<file path="src/rtl/button_conditioner_pkg.sv">
// Shared definitions for pushbutton input conditioning stages.
package button_conditioner_pkg;

  // Per-channel debounce state.
  typedef enum logic [1:0] {
    IDLE         = 2'd0,
    PRESS_WAIT   = 2'd1,
    PRESSED      = 2'd2,
    RELEASE_WAIT = 2'd3
  } btn_state_t;

  // 1 ms of stable input at a 50 MHz system clock.
  localparam int DB_CYCLES_DEFAULT   = 50000;
  localparam int SYNC_STAGES_DEFAULT = 2;

  // Counter width for a debounce window; at least one bit so the
  // smallest legal window (2) still has a counter.
  function automatic int cnt_width(input int db_cycles);
    int w;
    w = $clog2(db_cycles);
    return (w < 1) ? 1 : w;
  endfunction

endpackage

</file>
<file path="src/rtl/button_conditioner_debounce.sv">
// One pushbutton channel: synchronizer, stability counter, debounce FSM
// and registered level/press/release outputs.
//
// state        | meaning
// IDLE         | released, waiting for a pressed sample
// PRESS_WAIT   | counting consecutive pressed samples
// PRESSED      | pressed, waiting for a released sample
// RELEASE_WAIT | counting consecutive released samples
module btn_debounce
  import button_conditioner_pkg::*;
#(
  parameter int DB_CYCLES   = DB_CYCLES_DEFAULT,
  parameter int SYNC_STAGES = SYNC_STAGES_DEFAULT
) (
  input  logic Clk,
  input  logic Reset,
  input  logic key_n,
  output logic level,
  output logic press,
  output logic release_pulse
);

  localparam int             CW       = cnt_width(DB_CYCLES);
  localparam logic [CW-1:0]  CNT_LAST = CW'(DB_CYCLES - 1);

  logic [SYNC_STAGES-1:0] sync;
  logic                   s;
  logic [CW-1:0]          cnt;
  logic [CW-1:0]          cnt_inc;
  btn_state_t             state;

  // Synchronizer chain; resets to the released level so a held key
  // after reset is seen as a fresh press.
  always_ff @(posedge Clk) begin
    if (!Reset) begin
      sync <= '1;
    end else begin
      sync <= {sync[SYNC_STAGES-2:0], key_n};
    end
  end

  assign s = ~sync[SYNC_STAGES-1];

  // Saturating increment so the counter can never wrap.
  always_comb begin
    cnt_inc = cnt;
    if (cnt != CNT_LAST) begin
      cnt_inc = cnt + 1'b1;
    end
  end

  // Debounce FSM; the state entry sample counts as the first stable
  // sample, so the window closes when the count reaches DB_CYCLES-1.
  always_ff @(posedge Clk) begin
    if (!Reset) begin
      state         <= IDLE;
      cnt           <= '0;
      level         <= 1'b0;
      press         <= 1'b0;
      release_pulse <= 1'b0;
    end else begin
      press         <= 1'b0;
      release_pulse <= 1'b0;
      case (state)
        IDLE: begin
          if (s) begin
            state <= PRESS_WAIT;
            cnt   <= '0;
          end
        end
        PRESS_WAIT: begin
          if (!s) begin
            state <= IDLE;
          end else begin
            cnt <= cnt_inc;
            if (cnt_inc == CNT_LAST) begin
              state <= PRESSED;
              level <= 1'b1;
              press <= 1'b1;
            end
          end
        end
        PRESSED: begin
          if (!s) begin
            state <= RELEASE_WAIT;
            cnt   <= '0;
          end
        end
        RELEASE_WAIT: begin
          if (s) begin
            state <= PRESSED;
          end else begin
            cnt <= cnt_inc;
            if (cnt_inc == CNT_LAST) begin
              state         <= IDLE;
              level         <= 1'b0;
              release_pulse <= 1'b1;
            end
          end
        end
        default: begin
          state <= IDLE;
          cnt   <= '0;
          level <= 1'b0;
        end
      endcase
    end
  end

endmodule

</file>
<file path="src/rtl/button_conditioner.sv">
// Conditions raw active-low bouncing pushbuttons into clean synchronous
// active-high levels plus one-cycle press/release pulses. The release
// pulse output is named release_pulse because "release" is reserved.
module button_conditioner
  import button_conditioner_pkg::*;
#(
  parameter int N_BTN       = 3,
  parameter int DB_CYCLES   = DB_CYCLES_DEFAULT,
  parameter int SYNC_STAGES = SYNC_STAGES_DEFAULT
) (
  input  logic             Clk,
  input  logic             Reset,
  input  logic [N_BTN-1:0] key_n,
  output logic [N_BTN-1:0] level,
  output logic [N_BTN-1:0] press,
  output logic [N_BTN-1:0] release_pulse
);

  // Channels are fully independent; one debouncer per key.
  for (genvar i = 0; i < N_BTN; i++) begin : g_btn
    btn_debounce #(
      .DB_CYCLES   (DB_CYCLES),
      .SYNC_STAGES (SYNC_STAGES)
    ) u_btn (
      .Clk           (Clk),
      .Reset         (Reset),
      .key_n         (key_n[i]),
      .level         (level[i]),
      .press         (press[i]),
      .release_pulse (release_pulse[i])
    );
  end

endmodule

</file>
<file path="config.mk">
export PLATFORM = sky130hd
export DESIGN_NAME = button_conditioner
export DESIGN_NICKNAME = d
export VERILOG_FILES = /design/src/rtl/button_conditioner_pkg.sv /design/src/rtl/button_conditioner_debounce.sv /design/src/rtl/button_conditioner.sv
export SDC_FILE = /design/constraint.sdc
export NUM_CORES = 1
export LEC_CHECK = 0
export ABC_CLOCK_PERIOD_IN_PS = 3970
export CORE_ASPECT_RATIO = 1.5
export CORE_MARGIN = 2
export CORE_UTILIZATION = 55
export DETAILED_ROUTE_END_ITERATION = 8
export GPL_ROUTABILITY_DRIVEN = 0
export GPL_TIMING_DRIVEN = 0
export MAX_ROUTING_LAYER = met4
export PLACE_DENSITY = 0.73
export SETUP_SLACK_MARGIN = 0.15
export SLEW_MARGIN = 20
export SYNTH_ARGS = -nofsm -noshare
export SYNTH_HDL_FRONTEND = slang
export SYNTH_SLANG_ARGS = --single-unit
</file>
<file path="constraint.sdc">
create_clock -name Clk -period 3.97 [get_ports Clk]
set_input_delay 0.9925 -clock Clk [delete_from_list [all_inputs] [get_ports Clk]]
set_output_delay 0.9925 -clock Clk [all_outputs]
set_load 0.01 [all_outputs]
</file>
# Word level (Yosys, flattened, before mapping)
# Index checks and enable logic that the tools add are counted.
totals:
  ff_bits: 69
  inputBits: 5
  output_inout_bits: 9
  elab_cells: 142
classes:
  add_sub_neg: 3
  n_eq_ne: 39
  mux: 57
  bitwise: 4
  reduce_logical: 21
ops:
  columns: ["operator", "n"]
  rows:
  - ["16-bit 2-to-1 mux", 15]
  - ["16-bit one-hot mux with 4 select lines", 3]
  - ["16-bit by 1-bit adder with 16-bit output (second input constant)", 3]
  - ["16-bit == test (second input constant)", 3]
  - ["16-bit != test (second input constant)", 3]
  - ["2-bit 2-to-1 mux", 18]
  - ["2-bit by 1-bit != test with 1-bit output (second input constant)", 12]
  - ["2-bit one-hot mux with 4 select lines", 3]
  - ["4-bit AND reduction", 6]
  - ["1-bit 2-to-1 mux", 15]
  - ["5-bit AND reduction", 3]
  - ["2-bit == test (second input constant)", 6]
  - ["2-bit != test (second input constant)", 6]
  - ["3-bit by 1-bit != test with 1-bit output (second input constant)", 3]
  - ["3-bit != test (second input constant)", 3]
  - ["3-bit AND reduction", 3]
  - ["3-bit OR reduction", 3]
  - ["2-bit by 1-bit == test with 1-bit output (second input constant)", 3]
  - ["2-bit logical NOT", 3]
  - ["1-bit one-hot mux with 2 select lines", 3]
  - ["2-bit nonzero test", 3]
  - ["1-bit NOT", 4]

# Longest topological paths before layout
# Gate-level depths: netlist of run 1.
logic_depth:
  depth_word: 6
  ltp_mapped: 8
  ltp_nobuf: 7

# By module
# Synthesis of run 1 repeated with hierarchy kept, for this count alone.
hier_totals:
  cells_unflattened: 582
  area_unflattened_um2: 4444.3
modules_own_cells:
  columns: ["module", "n_inst", "cells_each", "area_each_um2", "seq_area_each_um2"]
  rows:
  - ["btn_debounce", 3, 194, 1481.4, 460.4]

# Least setup slack after synthesis of run 1
# Ideal clock, no wire load.
synth_timing:
  path_type: "reg2reg"
  start: "register g_btn[1].u_btn.cnt[4]"
  end: "register g_btn[1].u_btn.release_pulse"
  setup_time_ns: 0.078
  t_arrival_ns: 2.743
  t_required_ns: 3.892
  slack_ns: 1.150
  stages_incl_launch_ff: 8
  path_buffers: 1
  period_less_slack_ns: 2.820
  cell_sequence: "dfxtp_1 clkbuf_1 or4b_1 nor4_4 mux2_2 or4_1 a2111o_1 nor3_1"
synth_via:
  elab_chain_len: 4
  word_cells_on_any_way: 5
  cone_classes: "add/sub: 1; eq/ne: 2; mux: 2"
synth_lines:
  columns: ["element", "line", "rtl"]
  rows:
  - ["start, declared", "button_conditioner_debounce.sv:28", "logic [CW-1:0] cnt;"]
  - ["start signal, assigned", "button_conditioner_debounce.sv:75", "cnt <= cnt_inc;"]
  - ["start signal, assigned", "button_conditioner_debounce.sv:93", "cnt <= cnt_inc;"]
  - ["16-bit by 1-bit adder with 16-bit output / 16-bit != test (equally long branches)", "button_conditioner_debounce.sv:48, button_conditioner_debounce.sv:47", null]
  - ["16-bit 2-to-1 mux *", "button_conditioner_debounce.sv:47", "if (cnt != CNT_LAST) begin"]
  - ["16-bit == test *", "button_conditioner_debounce.sv:94", "if (cnt_inc == CNT_LAST) begin"]
  - ["1-bit 2-to-1 mux *", "button_conditioner_debounce.sv:94", null]
  - ["end signal, assigned", "button_conditioner_debounce.sv:60", "release_pulse <= 1'b0;"]
  - ["end signal, assigned", "button_conditioner_debounce.sv:63", "release_pulse <= 1'b0;"]
  - ["end signal, assigned", "button_conditioner_debounce.sv:97", "release_pulse <= 1'b1;"]
  - ["end, declared", "button_conditioner_debounce.sv:20", "output logic release_pulse"]
# Every way passes the cells marked *; elsewhere a longest branch is shown, timed or not.
# A chain may end at the register's enable or synchronous reset.

# Worst setup path in the final report of run 1
layout_timing:
  start: "register g_btn[1].u_btn.cnt[0]"
  end: "register g_btn[1].u_btn.release_pulse"
# The elaborated chain is that of the path after synthesis.

==> results.md, run 1 <==
- Via count of the first global-routing pass: around 4,200
- Sequential element share of the synthesized area: 0.314
- Wire length of the first global-routing pass: a little under 20,000 um
- Effective utilization at floorplan: 0.573
- Resized Gates After CTS: 0
- Final routed wire length divided by cell count: between 15 and 20 um
- Clock period minus final worst setup slack: between 3 and 4 ns
- Clk Latency, worst-skew pair: 0.33 ns
- Number of setup violations in the final report: 0
- Actual transition at the worst max-transition pin: around 0.79 ns
- CP endpoint kind: flop
- Root Driver: clkbuf_16
- Top-level port count: 14
- CTS sink cnt: 69
- Dominant register cell in the synthesized netlist: dfxtp_1
- Maximum clock skew at final layout: 0.00483 ns
- ANT cells: 0
- Library cell with the largest summed area after synthesis: dfxtp_1
- Total power: ~0.0015 W
- Maximum number of buffers from clock root to sink: 2
- Maximum frequency from static timing analysis: between 200 and 300 MHz
- Final max-slew violation count: 0
- Status: finished, final reports clean
- Number of standard cells after synthesis: around 580
- Area added between synthesis and finish: 12.2%
- Number of storage elements in the synthesis netlist: 69
- WP data required: roughly 4.2 ns
- CTS tree: built
- Core area: roughly 7700 sq um
- Half-perimeter wire length after placement: 8470 um
- 1st-pass router iterations: 5
- Drc violations: 0
- Post-layout nets: just over 600
- Overflow after GRT: 0
- Power density cells: between 300 and 400 nW/um^2
- Most frequent standard cell in the layout excluding fill and tap cells: dfxtp_1
- Area share of the largest cell type after synthesis: 0.314
- Yosys warnings: 0
- Cell Chain, Critical Path: ha_1 -> nand3_1 -> nor4_4 -> mux2_2 -> or4_1 -> a2111o_1 -> nor3_1
- Worst slew slack as a fraction of its limit: 0.472
- Area contributors post-synth: dfxtp_1, nand2_1, a21oi_1, nor2_1, o21ai_0
- Total number of H-tree levels: 3
- Critical path class: flop to flop
- Standard-cell rows: 39
- Max Cap Viol: 0
- Filler instances: 722
- Number of library cell types mapped by synthesis: 67
- Syn Nets: between 500 and 600
- Remaining antenna violation count after routing: 0
- Slowest CP cell: nor4_4
- Count of buffers from port buffering: 13
- Proportion of layout cells with a drive suffix above 1: 0.0701
- Highest cell delay on the worst timing path: 0.71 ns
- Period utilization: 0.846
- Post-CTS Hold Buffers: 0
- Final hold violation count: 0
- Crit path max-delay family: simple AND/OR/NAND/NOR gates
- Number of buffers and inverters on the critical path: 0
- Number of DRC violations after detailed-routing iteration 0: between 200 and 250
- Summed instance area of the synthesized netlist: between 4000 and 5000 sq um
- Syn_area_per_cell: ~7.5 sq um
- Num CTS Buffers: 9
- Static leakage power: between 1.5 and 2 nW
- Commonest non-fill, non-tap cells in the layout: dfxtp_1, nand2_1, nor2_1
- Sum of routed wire length over all layers: about 12,000 um
- Total Neg Setup Slack: 0 ns
- Avg Vias per Cell: about 6.3
- RSZ-0062 raised after global routing: no
- Largest net degree at the start of global routing: 12
- GRT Resource Usage Total: 0.280
- Horizontal extent of the die: a little under 80 um
- Crit start category: flop
- Hold crit path type: flop to flop
- Post CTS Setup Buffer Count: 0
- Peak supply drop: 0.248 mV
- Number of antenna violations at the first check in global routing: 0
- Async S/R FF share, synth: 0
- Via total after detailed routing: around 4,500
- Overall die area: around 8700 sq um
- Number of enable-type register cells in the synthesized netlist: 0
- Critical path data arrival time: roughly 3.6 ns
- CP Max Fanout: 10
- Clock slew at the register clock pins of the worst setup and hold paths: about 0.060 ns
- Chip height: 113 um
[worst reg2reg max path: stages, from the launching register on]
cell and delay, ns:
dfxtp_1 0.35, ha_1 0.32, nand3_1 0.36, nor4_4 0.72, mux2_2 0.45, or4_1 0.54, a2111o_1 0.37, nor3_1 0.17
[through the flow]
step	util	hold WS [ns]	cells	cell area [sq um]	setup WS, ns
after CTS	0.644	0.407	715	4930	0.652
final	0.644	0.410	715	4930	0.612
after detailed placement	0.607	0.396	699	4650	0.673
after global placement	0.607	0.397	699	4650	0.744
after floorplan	-	0.386	584	4390	1.15
after global routing	0.644	0.425	715	4930	0.505
[cell families after synthesis]
kind of cell	share of synthesized area
multiplexers	0.0251
flip-flops	0.314
XOR/XNOR	0.0319
adder cells (fa/ha/maj)	0.00855
AND/OR/NAND/NOR	0.339
buffers and inverters	0.0607
AO/OA/AOI/OAI	0.220
[state kept, by name, indices dropped and copies added (netlist names), named ones only]
name,cells
g_btn.u_btn.sync,6
g_btn.u_btn.state,3
g_btn.u_btn.cnt,48
g_btn.u_btn.release_pulse,3
g_btn.u_btn.level,3
g_btn.u_btn.press,3
[routing by layer]
metal,track usage,part of all wire,up-vias
met1,0.302,0.41,2119
met4,0.139,0.038,0
met2,0.494,0.51,138
met3,0.0506,0.040,43
li1,-,-,2193
met5,-,0,-
[cell type report]
class	count	area [sq um]	area share
plain buffers	50	221	0.0449
clock buffers	13	260	0.0528
clock inverters	3	20.0	0.00406
inverters	12	45.0	0.00913
multi-input cells	453	2750	0.557
flip-flops and latches	69	1380	0.280
well taps	102	128	0.0259
repair buffers	13	130	0.0264
[synth_stat cells (all sizes together), types with 3 or more instances]
master	n
nor2	50
nor3	31
o211ai	4
or4	8
and4b	3
o211a	3
nand3	22
a22oi	16
clkbuf	40
xor2	7
nor2b	9
and2	6
nand4	16
xnor2	9
ha	3
and4	9
nand2	59
o21ai	36
a211oi	4
a211o	3
buf	10
a21boi	4
dfxtp	69
nor4	18
and3	12
a21oi	39
nand2b	15
o2111ai	3
a31oi	6
mux2	8
o21a	7
inv	12
or3	5
[report_power, final]
group          internal (W)  switching, W
Clock              0.000456      0.000299
Combinational     0.0000229     0.0000401
Sequential         0.000698    0.00000339
Total               0.00118      0.000342
[path summary, 6_finish.rpt]
| kind | start | endpoint | slack (ns) | cells after the start |
|---|---|---|---|---|
| max | g_btn[1].u_btn.cnt[0] | g_btn[1].u_btn.release_pulse | 0.61 | 7 |
| min | g_btn[0].u_btn.sync[0] | g_btn[0].u_btn.sync[1] | 0.41 | 1 |
| min reg2reg | g_btn[0].u_btn.sync[0] | g_btn[0].u_btn.sync[1] | 0.41 | 1 |
| max reg2reg | g_btn[1].u_btn.cnt[0] | g_btn[1].u_btn.release_pulse | 0.61 | 7 |
Note: power is estimated with default switching activity, not from simulation.
==> inputs of run 2 (changes only) <==
- ABC_CLOCK_PERIOD_IN_PS: 3970 -> 3500
- clock period: 3.97 -> 3.5 ns (I/O delays scaled with it)
==> results.md, run 2 (synthesis gave the netlist of run 1 again) <==
- Pre-CTS setup slack: 0.203 ns (was 0.673 ns)
- Via total after detailed routing: 4,525 (was 4,493)
- Proportion of layout cells with a drive suffix above 1: 0.0747 (was 0.0701)
- Post-layout nets: 619 (was 616)
- Maximum frequency from static timing analysis: 321 MHz (was 298 MHz)
- RSZ-0062 raised after global routing: no (unchanged)
- DP Area: 4650 sq um (unchanged)
- Chip height: 113 um (unchanged)
- Number of setup violations in the final report: 0 (unchanged)
- Core area: 7660 sq um (unchanged)
- Non-Filler Instances: 718 (was 715)
- Overall die area: 8730 sq um (unchanged)
- Maximum number of buffers from clock root to sink: 2 (unchanged)
- Crit path max-delay family: simple AND/OR/NAND/NOR gates (unchanged)
- Count of buffers from port buffering: 13 (unchanged)
- GRT Resource Usage Total: 0.280 (unchanged)
- Final routed wire length divided by cell count: 16.3 um (was 16.2 um)
- Number of antenna violations at the first check in global routing: 0 (unchanged)
- Filler instances: 719 (was 722)
- Maximum clock skew at final layout: 0.00566 ns (was 0.00483 ns)
- Sum of routed wire length over all layers: 11,700 um (was 11,600 um)
- CTS sink cnt: 69 (unchanged)
- Final max-slew violation count: 0 (unchanged)
- Area added between synthesis and finish: 12.8% (was 12.2%)
- Most frequent standard cell in the layout excluding fill and tap cells: dfxtp_1 (unchanged)
- Total Neg Setup Slack: 0 ns (unchanged)
- Internal power of the cells: 0.00134 W (was 0.00118 W)
- Final hold violation count: 0 (unchanged)
- Largest net degree at the start of global routing: 12 (unchanged)
- Remaining antenna violation count after routing: 0 (unchanged)
- Share of the core filled with cells in the final layout: 0.647 (was 0.644)
- Cell Chain, Critical Path: ha_1 -> nand3_1 -> nor4_4 -> buf_4 -> mux2_2 -> or4_1 -> a2111o_1 -> nor3_1 (was ha_1 -> nand3_1 -> nor4_4 -> mux2_2 -> or4_1 -> a2111o_1 -> nor3_1)
- Footprint of the multi-input gates: 2750 sq um (unchanged)
- Crit start category: flop (unchanged)
- Half-perimeter wire length after placement: 8470 um (unchanged)
- Wire length of the first global-routing pass: 19,500 um (unchanged)
- Switching Share: 0.226 (was 0.225)
- Post-CTS Hold Buffers: 0 (unchanged)
- Effective utilization at floorplan: 0.573 (unchanged)
- Max Cap Viol: 0 (unchanged)
- Worst Slack Setup Final: 0.381 ns (was 0.612 ns)
- Clock slew at the register clock pins of the worst setup and hold paths: 0.06 ns (about the same)
- Crit. path cell count: 8 (was 7)
- Number of buffers and inverters on the critical path: 1 (was 0)
- Peak supply drop: 0.283 mV (was 0.248 mV)
- CP endpoint kind: flop (unchanged)
- Power density cells: 348 nW/um^2 (was 308 nW/um^2)
- Number of DRC violations after detailed-routing iteration 0: 248 (was 249)
- Final design area excluding fillers: 4950 sq um (was 4930 sq um)
- Static leakage power: 1.66 nW (was 1.64 nW)
- Highest cell delay on the worst timing path: 0.53 ns (was 0.71 ns)
- Worst slew slack as a fraction of its limit: 0.493 (was 0.472)
- Root Driver: clkbuf_16 (unchanged)
- Via count of the first global-routing pass: 4,208 (unchanged)
- ANT cells: 0 (unchanged)
- Commonest non-fill, non-tap cells in the layout: dfxtp_1, nand2_1, nor2_1 (unchanged)
- Drc violations: 0 (unchanged)
- Registers with the most flip-flops: g_btn.u_btn.cnt: 48 flops, g_btn.u_btn.sync: 6 flops (unchanged)
- Num CTS Buffers: 9 (unchanged)
- Critical path class: flop to flop (unchanged)
- Horizontal extent of the die: 77.0 um (unchanged)
- Actual transition at the worst max-transition pin: 0.755 ns (was 0.786 ns)
- Hold Crit Depth: 1 (unchanged)
- Storage cell area: 1380 sq um (unchanged)
- Switching power: 0.000389 W (was 0.000342 W)
- Overflow after GRT: 0 (unchanged)
- Number of cells after detailed placement: 699 (unchanged)
- Critical path data arrival time: 3.37 ns (was 3.61 ns)
- Period utilization: 0.891 (was 0.846)
- Register containing the most flip-flops in the final layout: g_btn.u_btn.cnt (unchanged)
- Worst R2R Path Depth: 8 (was 7)
- Standard-cell rows: 39 (unchanged)
- Clk Latency, worst-skew pair: 0.33 ns (about the same)
- CTS tree: built (unchanged)
- 1st-pass router iterations: 7 (was 5)
- WP data required: 3.75 ns (was 4.22 ns)
- Logic pwr share: 0.042 (was 0.041)
- Clock period minus final worst setup slack: 3.12 ns (was 3.36 ns)
- Total number of H-tree levels: 3 (unchanged)
- Part of the power in registers: 0.462 (about the same)
- Slowest CP cell: or4_1 (was nor4_4)
- Avg Vias per Cell: 6.30 (was 6.28)
- Proportion of power drawn by the clock network: 0.497 (about the same)
- Top-level port count: 14 (unchanged)
- Hold crit path type: flop to flop (unchanged)
- Resized Gates After CTS: 0 (unchanged)
- Flip-flop count of the largest register, all copies and words added: 48 (unchanged)
- CP Max Fanout: 9 (was 10)
- Status: finished, final reports clean (unchanged)
[run 2: cell types whose count changed in the layout (fill, tap and decap cells not counted)]
cell / change
buf_4: +3
[run 2: path summary, 6_finish.rpt]
check | from | endpoint | slack, ns
setup / recovery | g_btn[1].u_btn.cnt[0] | g_btn[1].u_btn.release_pulse | 0.38
hold / removal | g_btn[0].u_btn.sync[0] | g_btn[0].u_btn.sync[1] | 0.41
setup reg to reg | g_btn[1].u_btn.cnt[0] | g_btn[1].u_btn.release_pulse | 0.38
hold reg to reg | g_btn[0].u_btn.sync[0] | g_btn[0].u_btn.sync[1] | 0.41
[run 2: worst reg2reg max path: cells and delay by family (launching register included)]
kind                     cells  cell delay [ns]
buffers and inverters        1             0.21
multiplexers                 1             0.38
AO/OA/AOI/OAI                1             0.37
adder cells (fa/ha/maj)      1             0.32
AND/OR/NAND/NOR              4             1.41
flip-flops                   1             0.35
[run 2: what timing repair did]
action | in CTS | in global routing
setup buffers | 0 | 3
setup endpoints to repair | 0 | 2
hold endpoints to repair | 0 | 0
[run 2: final cells by class]
| type | instances | share of cell area |
|---|---|---|
| multi-input cells | 453 | 0.554 |
| flip-flops and latches | 69 | 0.279 |
| clock buffers | 13 | 0.0525 |
| plain buffers | 50 | 0.0447 |
| repair buffers | 16 | 0.0308 |
| well taps | 102 | 0.0258 |
| inverters | 12 | 0.00909 |
| clock inverters | 3 | 0.00404 |
[run 2: layer usage]
layer,track usage,vias up,part of all wire
li1,-,2203,-
met1,0.302,2141,0.41
met2,0.494,143,0.51
met3,0.0506,38,0.038
met4,0.139,0,0.039
met5,-,-,0
[run 2: per-stage QoR]
step	hold slack [ns]	power, W
2_1_floorplan	0.386	0.000857
5_1_grt	0.425	0.00178
3_3_place_gp	0.397	0.000883
3_5_place_dp	0.396	0.000885
4_1_cts	0.407	0.00173
6_report	0.411	0.00172
[run 2: power groups by stage]
stage          clock network, W  registers (W)   logic, W
3_5_place_dp                  0       0.000813  0.0000713
5_1_grt                0.000903       0.000796  0.0000790
4_1_cts                0.000864       0.000796  0.0000717
2_1_floorplan                 0       0.000812  0.0000444
6_report               0.000857       0.000796  0.0000717
3_3_place_gp                  0       0.000813  0.0000700
